<file path="config.mk">
export PLATFORM = sky130hd
export DESIGN_NAME = systolic_feeder_flat
export DESIGN_NICKNAME = d
export VERILOG_FILES = /design/src/rtl/systolic_feeder_if.sv /design/src/rtl/systolic_feeder.sv /design/src/flat_wrapper.sv
export SDC_FILE = /design/constraint.sdc
export NUM_CORES = 2
export LEC_CHECK = 0
export ABC_AREA = 0
export CORE_ASPECT_RATIO = 2
export CORE_MARGIN = 1.5
export CORE_UTILIZATION = 62
export CTS_CLUSTER_DIAMETER = 150
export DETAILED_ROUTE_END_ITERATION = 16
export DONT_BUFFER_PORTS = 1
export HOLD_SLACK_MARGIN = 0.08
export PLACE_DENSITY = 0.9
export SYNTH_ARGS = -nofsm -noshare
export SYNTH_HDL_FRONTEND = slang
export SYNTH_SLANG_ARGS = --single-unit
</file>
<file path="constraint.sdc">
create_clock -name clk -period 6.5 [get_ports clk]
set_clock_uncertainty 0.15 [all_clocks]
set_input_delay 1.3 -clock clk [delete_from_list [all_inputs] [get_ports clk]]
set_output_delay 1.3 -clock clk [all_outputs]
set_load 0.01 [all_outputs]
</file>
<file path="src/rtl/systolic_feeder_if.sv">
// systolic_feeder_if
// Upstream vector stream into the systolic array feeder.
//   s_valid_i  upstream has a vector on s_data_i
//   s_ready_o  feeder can take a vector this cycle
//   s_data_i   ARRAY_SIZE elements of DWIDTH bits, element r at [r*DWIDTH +: DWIDTH]
//   s_last_i   final vector of a job, meaningful only with s_valid_i
// master = upstream producer, slave = feeder.
interface systolic_feeder_if #(
    parameter int DWIDTH     = 8,
    parameter int ARRAY_SIZE = 16
);
    logic                         s_valid_i;
    logic                         s_ready_o;
    logic [ARRAY_SIZE*DWIDTH-1:0] s_data_i;
    logic                         s_last_i;

    modport master (
        output s_valid_i,
        output s_data_i,
        output s_last_i,
        input  s_ready_o
    );

    modport slave (
        input  s_valid_i,
        input  s_data_i,
        input  s_last_i,
        output s_ready_o
    );
endinterface

</file>
<file path="src/rtl/systolic_feeder.sv">
// systolic_feeder
// Input-side sequencer for a weight-stationary systolic array. Takes
// activation vectors over a valid/ready stream, skews row r by r+1 cycles
// so the diagonal wavefront enters the array's left edge correctly, drives
// the array global enable, flushes zeros after the last vector of a job and
// produces a column-0 result-valid strobe aligned with the bottom edge.
// Ports:
//   clk          rising-edge clock
//   reset_n      asynchronous active-low reset
//   s_if         upstream vector stream (slave side)
//   input_o      skewed row inputs, row r at [r*DWIDTH +: DWIDTH]
//   enable_o     array global enable
//   res_valid_o  column-0 result of a real vector at the bottom edge
//   done_o       one-cycle pulse when a job has fully drained
// RES_LAT must be at least ARRAY_SIZE (and at least 2).
module systolic_feeder #(
    parameter int DWIDTH     = 8,
    parameter int ARRAY_SIZE = 16,
    parameter int RES_LAT    = 17
) (
    input  logic                         clk,
    input  logic                         reset_n,
    systolic_feeder_if.slave             s_if,
    output logic [ARRAY_SIZE*DWIDTH-1:0] input_o,
    output logic                         enable_o,
    output logic                         res_valid_o,
    output logic                         done_o
);

    localparam int FLUSH_LEN = RES_LAT + ARRAY_SIZE - 1;
    localparam int CNT_W     = $clog2(FLUSH_LEN + 1);
    // The counter holds the number of FLUSH cycles still to come after the
    // current one, so the first FLUSH cycle starts at FLUSH_LEN-1 and done_o
    // lands in the cycle the last column result reaches the bottom edge.
    localparam logic [CNT_W-1:0] CNT_LOAD = CNT_W'(FLUSH_LEN - 1);

    typedef enum logic [1:0] {
        IDLE,
        STREAM,
        FLUSH
    } state_t;

    state_t             state;
    state_t             next_state;
    logic [CNT_W-1:0]   flush_cnt;
    logic               load_cnt;
    logic               accept;
    logic               advance;
    logic [RES_LAT-1:0] tag_line;

    assign s_if.s_ready_o = (state != FLUSH);
    assign accept         = s_if.s_valid_i && s_if.s_ready_o;
    // Once a job has started every pipeline advances each cycle; in IDLE the
    // lines only move when a vector is taken, so they stay zero between jobs.
    assign advance        = accept || (state != IDLE);

    // State register.
    always_ff @(posedge clk or negedge reset_n) begin
        if (!reset_n) begin
            state <= IDLE;
        end else begin
            state <= next_state;
        end
    end

    // Next-state and control outputs. A single-vector job goes from IDLE
    // straight to FLUSH.
    always_comb begin
        next_state = state;
        enable_o   = 1'b0;
        done_o     = 1'b0;
        load_cnt   = 1'b0;
        case (state)
            IDLE: begin
                if (accept) begin
                    if (s_if.s_last_i) begin
                        next_state = FLUSH;
                        load_cnt   = 1'b1;
                    end else begin
                        next_state = STREAM;
                    end
                end
            end
            STREAM: begin
                enable_o = 1'b1;
                if (accept && s_if.s_last_i) begin
                    next_state = FLUSH;
                    load_cnt   = 1'b1;
                end
            end
            FLUSH: begin
                enable_o = 1'b1;
                if (flush_cnt == '0) begin
                    done_o     = 1'b1;
                    next_state = IDLE;
                end
            end
            default: begin
                next_state = IDLE;
            end
        endcase
    end

    // Flush counter, loaded on the edge that enters FLUSH.
    always_ff @(posedge clk or negedge reset_n) begin
        if (!reset_n) begin
            flush_cnt <= '0;
        end else if (load_cnt) begin
            flush_cnt <= CNT_LOAD;
        end else if ((state == FLUSH) && (flush_cnt != '0)) begin
            flush_cnt <= flush_cnt - 1'b1;
        end
    end

    // Tag line: marks which bottom-edge results come from real vectors
    // rather than zero bubbles.
    always_ff @(posedge clk or negedge reset_n) begin
        if (!reset_n) begin
            tag_line <= '0;
        end else if (advance) begin
            tag_line <= {tag_line[RES_LAT-2:0], accept};
        end
    end

    assign res_valid_o = tag_line[RES_LAT-1];

    // Skew line: row r is an (r+1)-deep shift register. Non-accept shifts
    // push zeros, which contribute nothing to the column sums.
    for (genvar r = 0; r < ARRAY_SIZE; r++) begin : g_row
        logic [DWIDTH-1:0] pipe [0:r];

        always_ff @(posedge clk or negedge reset_n) begin
            if (!reset_n) begin
                for (int i = 0; i <= r; i++) begin
                    pipe[i] <= '0;
                end
            end else if (advance) begin
                pipe[0] <= accept ? s_if.s_data_i[r*DWIDTH +: DWIDTH] : '0;
                for (int i = 1; i <= r; i++) begin
                    pipe[i] <= pipe[i-1];
                end
            end
        end

        assign input_o[r*DWIDTH +: DWIDTH] = pipe[r];
    end

endmodule

</file>
<file path="src/flat_wrapper.sv">
// flat-port wrapper written by rule: the top's interface ports become plain ports
module systolic_feeder_flat 
#(
    parameter int DWIDTH     = 8,
    parameter int ARRAY_SIZE = 16,
    parameter int RES_LAT    = 17
)
  (clk, reset_n, input_o, enable_o, res_valid_o, done_o, s_if_s_valid_i, s_if_s_data_i, s_if_s_last_i, s_if_s_ready_o);
  systolic_feeder_if #(.DWIDTH(DWIDTH), .ARRAY_SIZE(ARRAY_SIZE)) s_if_i ();
  input  logic clk;
  input  logic reset_n;
  output logic [ARRAY_SIZE*DWIDTH-1:0] input_o;
  output logic enable_o;
  output logic res_valid_o;
  output logic done_o;
  input wire logic [$bits(s_if_i.s_valid_i)-1:0] s_if_s_valid_i;
  input wire logic [$bits(s_if_i.s_data_i)-1:0] s_if_s_data_i;
  input wire logic [$bits(s_if_i.s_last_i)-1:0] s_if_s_last_i;
  output wire logic [$bits(s_if_i.s_ready_o)-1:0] s_if_s_ready_o;
  assign s_if_i.s_valid_i = s_if_s_valid_i;
  assign s_if_i.s_data_i = s_if_s_data_i;
  assign s_if_i.s_last_i = s_if_s_last_i;
  assign s_if_s_ready_o = s_if_i.s_ready_o;
  systolic_feeder #(.DWIDTH(DWIDTH), .ARRAY_SIZE(ARRAY_SIZE), .RES_LAT(RES_LAT)) u_core (.clk(clk), .reset_n(reset_n), .s_if(s_if_i), .input_o(input_o), .enable_o(enable_o), .res_valid_o(res_valid_o), .done_o(done_o));
endmodule
</file>
==> out/qor.txt <==
Simple-gate share of the synthesized area - 3.82%
Leakage - 0.0245 uW
Met3 usage - 4.93%
Critical Path, Cell by Cell - inv_1 > ha_1 > nand2b_4 > nand2_8 > buf_4 > buf_4 > mux2_4
Most common flop cell mapped by yosys - dfrtp_1
Unique masters post-synth - 33
Register area - 27900 um^2
Cts bufs inserted - 92
Slew headroom - 28.8%
Vias - 20600
Number of port buffers - 0
Grt peak-use layer - met2
Mapped cell area - 45300 um^2
Post-Syn Instances - 2799
Status - finished, violations left
Max cap viols - 0
First-pass GRT wire length - 124000 um
Synth Area in Compound Gates - 0.241%
Ys async rst share - 100%
Pins over their slew limit - 0
Met1 GRT Util - 25.9%
RSZ-0062 raised after global routing - false
Worst slew pin tran - 1.07 ns
Fmax - 0.221 GHz
Period utilization - 69.7%
Hold_buf cts - 0
Antenna-violating nets left - 0
Post-CTS setup buffer count - 0
Clock root cell - clkbuf_16
Starting density of the core - 62.4%
Max incr delay on CP - 0.86 ns
Crit path capture type - flop
Post-synthesis mux area share - 29.6%
Initial antenna violation count - 0
Bufs and invs on worst path - 3
Post-Syn Nets - 2936
Area grow syn2layout - 6.10%
Fin crit period - 4.53 ns
Ports - 264
Seq/Total Area, Yosys - 61.5%
Overflow after GRT - 0
Met2 Usage GRT - 34.8%
DRT Wirelength - 76200 um
PnR worst setup slack - 1.97 ns
Most used cell, CP - buf_4
Die area - 74700 um^2
Clk pin slew, worst setup/hold paths - 0.07 ns
Final Wtd Congestion - 0.821
CTS resizes - 0
Final Hold Fails - 0
Avg WL per Cell - 20.9 um
Synth Area in XOR/XNOR - 0%
Core area - 72500 um^2
Via/cell ratio - 5.65
WP data arrival - 4.93 ns
Antenna cells - 0
Num rows - 140
Final HPWL DP - 43700 um
WS Path Type - reg -> reg
Crit start category - flop
Setup Viol. Count Final - 0
Die height - 385 um
Post-synth EDFFs - 0
Synthesized area per cell - 16.2 um^2
DRT Pass-1 Iters - 11
Synthesis-stage register bit count - 1113
Overall Power - 25600 uW
Max VDD drop - 0.343 mV
Adder-cell share of the synthesized area - 0.138%
Worst endpoint required time - 6.90 ns
Share of cells above drive strength 1 - 43.1%
Worst Hold Class - in -> async
Fin util - 66.2%
Pin count of the biggest net entering global routing - 1114
CTS tree - done
Final #Nets - 2790
# clock sinks - 1113
Vias in the first global route - 23000
Iter 0 DRT Violations - 1086
# DRC - 19
Worst-path fanout max - 93
Cell area power density - 533 nW/um^2
# H-tree levels - 3
Clock latency on the worst-skew pair - 0.68 ns
Clock Tree Buf Depth - 3
Total track usage - 20.7%
Die Wd - 194 um
Failing checks - DRC
Setup WS pre-CTS - 1.68 ns
CP max-delay cell - buf_4
FILL cells - 4632
Setup TNS - 0 ns
Largest family of logic cells by synthesized area - multiplexers
Multi-input gate area - 15300 um^2
Synth warn - 0
Crit path max-delay family - buffers and inverters
Yosys cell counts (2+ instances only):
cell / n / area share [%]
a21oi_1: 3 / 0.033
a211o_1: 2 / 0.039
mux2_2: 337 / 8.4
buf_6: 72 / 1.8
buf_2: 38 / 0.42
nand2_1: 261 / 2.2
buf_4: 121 / 2.0
nor3_1: 2 / 0.022
buf_1: 5 / 0.041
or3_1: 2 / 0.028
nand3_1: 131 / 1.4
dfrtp_1: 1113 / 62
ha_1: 5 / 0.14
mux2_4: 640 / 21
o21ai_0: 4 / 0.044
inv_1: 8 / 0.066
nor2_1: 4 / 0.033
clkbuf_1: 36 / 0.30
metrics by stage:
step | hold slack, ns | std cells | instance area [um^2]
finish | 0.176 | 3650 | 48000
global route | 0.131 | 3650 | 48000
CTS | 0.126 | 3645 | 47900
detailed placement | 0.330 | 3477 | 44600
global placement | 0.314 | 3477 | 44600
floorplan | 0.300 | 2799 | 45300
power breakdown:
part	switching [uW]	internal (uW)	leakage, uW
sequential	1910	9720	0.0142
clock	2590	3320	0.00157
combinational	2980	5080	0.00867
total	7480	18100	0.0245
worst paths after layout:
path                                                start                                     to  slack [ns]  cells after the start
max                           u_core.state[0]$_DFFE_PN0P_  u_core.g_row[10].pipe[74]$_DFFE_PN0P_        1.97                      7
min                                               reset_n   u_core.g_row[3].pipe[30]$_DFFE_PN0P_        0.18                      0
max reg2reg                   u_core.state[0]$_DFFE_PN0P_  u_core.g_row[10].pipe[74]$_DFFE_PN0P_        1.97                      7
min reg2reg                u_core.tag_line[0]$_DFFE_PN0P_         u_core.tag_line[0]$_DFFE_PN0P_        0.34                      2
max in group asynchronous                         reset_n  u_core.g_row[10].pipe[74]$_DFFE_PN0P_        3.30                      3
min in group clk           u_core.tag_line[0]$_DFFE_PN0P_         u_core.tag_line[0]$_DFFE_PN0P_        0.34                      2
state kept, by name (all words and copies together) (netlist names):
name,count
u_core.flush_cnt,6
u_core.g_row.pipe,968
u_core.input_o,120
u_core.state,2
u_core.tag_line,17
cell type report:
cell class                      instances  share of cell area, %
Sequential cell                      1113                   58.0
Multi-Input combinational cell       1406                   32.0
Clock buffer                          116                   5.34
Tap cell                              923                   2.41
Clock inverter                         52                   1.40
Timing Repair Buffer                   32                  0.813
Inverter                                8                 0.0625
cells by family (layout without fill, tap and decap cells):
group | count (synthesis) | count (layout)
adders and majority gates | 5 | 5
AOI/OAI and AO/OA | 16 | 16
and+or+nand+nor | 408 | 408
muxes | 977 | 977
buffers and inverters | 280 | 208
DFF | 1113 | 1113
placed cells by master, fill, tap and decap left out, types with 2 or more instances in the layout:
master / n
clkinv_4: 3
a211o_1: 2
mux2_4: 640
clkinv_2: 16
nand2_1: 261
ha_1: 4
buf_12: 4
nor2_1: 4
o21ai_0: 4
nor3_1: 2
clkbuf_1: 9
dfrtp_1: 1113
buf_4: 23
clkinvlp_4: 10
buf_16: 5
or3_1: 2
clkbuf_8: 13
inv_1: 8
bufinv_16: 12
inv_6: 6
clkbuf_16: 94
inv_8: 2
mux2_2: 337
inv_16: 2
a21oi_1: 3
nand3_1: 131
layer usage:
layer	vias up	wire length, um
met2	506	38000
met4	0	2130
met3	123	4430
li1	9178	-
met1	10800	31600
met5	-	0
Note: power is estimated with default switching activity, not from simulation.
==> RTL edit: new RTL, same settings <==
`DWIDTH` is set to 8 in 3 places; all go to 10.
--- a/src/rtl/systolic_feeder_if.sv
+++ b/src/rtl/systolic_feeder_if.sv
@@ -7,5 +7,5 @@
 // master = upstream producer, slave = feeder.
 interface systolic_feeder_if #(
-    parameter int DWIDTH     = 8,
+    parameter int DWIDTH     = 10,
     parameter int ARRAY_SIZE = 16
 );
--- a/src/rtl/systolic_feeder.sv
+++ b/src/rtl/systolic_feeder.sv
@@ -15,5 +15,5 @@
 // RES_LAT must be at least ARRAY_SIZE (and at least 2).
 module systolic_feeder #(
-    parameter int DWIDTH     = 8,
+    parameter int DWIDTH     = 10,
     parameter int ARRAY_SIZE = 16,
     parameter int RES_LAT    = 17
--- a/src/flat_wrapper.sv
+++ b/src/flat_wrapper.sv
@@ -2,5 +2,5 @@
 module systolic_feeder_flat 
 #(
-    parameter int DWIDTH     = 8,
+    parameter int DWIDTH     = 10,
     parameter int ARRAY_SIZE = 16,
     parameter int RES_LAT    = 17
Ports: changed (resized input_o and s_if_s_data_i); port bits go from 264 to 328. The function was not compared with the original's and may differ.
==> RTL edit against the original RTL <==
  * The run ends with max-slew violations left
  * Count of clock-buffer cells in the layout is 39 higher
  * Critical path type is now in2async
  * Routed wire length rose by 16%
  * Register-to-register slack gained 0.99 ns
  * Synthesized area grew 16%
  * Cell area grew 17%
  * Via count is 23% higher
  * Largest power group unchanged
  * Critical path depth is 4 lower
  * Hold slack worse by 0.036 ns
  * Total power grew 12%
  * Sequential cell count rose by 272
  * Worst setup slack gained 0.65 ns
==> RTL edit: results (changes against the original RTL) <==
Detailed routing
  • Via density per instance: 5.74 (+1.4%)
  • Top layer in use: met5
  • WL met2: 44.7 mm (+17%)
  • Via count: 25407 (+23%)
  • DRT met1 WL: 34.9 mm (+11%)
  • Wirelength per Cell: 19.9 um (-4.7%)
  • DRT iter0 DRCs: 1591 (+47%)

Power
  • Max IR drop VDD: 415 uV (+21%)
  • Logic power comb: 7.38 mW (-8.4%)

Placement
  • Post-Place Cells: 4217 (+21%)
  • Placed Area: 52300 um2 (+17%)
  • Post-DP HPWL: 49.6 mm (+13%)

Final layout
  • Register area: 34700 um2 (+24%)
  • Fraction of layout cells with a size suffix above 1: 35.3% (-7.7 points)
  • Largest register FFs: 1210 (+25%)

Global routing
  • Met1 GRT Util: 25.1% (-0.78 points)
  • Vias in the first global route: 27254 (+19%)
  • Met2 Usage GRT: 34.5% (-0.33 points)
  • Largest net degree at the start of global routing: 1386 (+24%)

Logic synthesis
  • Sequential area share after synthesis: 65.7% (+4.2 points)
  • Synth Area in Compound Gates: 0.150% (-0.091 points)
  • Top post-synthesis cells by area: dfrtp_1 66%, mux2_2 21%, mux2_1 5.1%
  • Synth cell count leaders: 1385 x dfrtp_1, 976 x mux2_2, 326 x nand2_1, 240 x mux2_1, 162 x nand3_1
  • Syn nets: 3638 (+24%)

Timing
  • Final slew viol count: 345 (+345)

Status
  • Status: finished, violations left
  • Failing checks: max-slew violations

Critical path
  • Crit Path Max Fanout: 326 (+250%)
  • CP arrival: 4.26 ns (-0.67 ns)
==> RTL edit: final timing paths <==
path | slack [ns] | end | from | depth (start not counted)
hold / removal | 0.14 | u_core.g_row[9].pipe[72] | reset_n | 0
min in group clk | 0.31 | u_core.g_row[15].pipe[67] | u_core.g_row[15].pipe[77] | 1
hold reg to reg | 0.31 | u_core.g_row[15].pipe[67] | u_core.g_row[15].pipe[77] | 1
max in group clk | 2.77 | done_o | u_core.flush_cnt[0] | 4
setup reg to reg | 2.96 | u_core.g_row[4].pipe[19] | u_core.state[0] | 6
setup / recovery | 2.62 | u_core.g_row[14].pipe[80] | reset_n | 3
==> RTL edit: critical path: stages <==
cell	delay [ns]
buf_16	0.66
buf_16	0.63
buf_16	0.96
==> RTL edit: layout make-up <==
class | count | area share [%]
clock buffers | 155 | 5.65
inverters | 5 | 0.0334
flip-flops and latches | 1385 | 61.6
diodes | 3 | 0.0134
well taps | 1071 | 2.38
multi-input cells | 1740 | 28.5
repair buffers | 21 | 0.592
clock inverters | 50 | 1.14
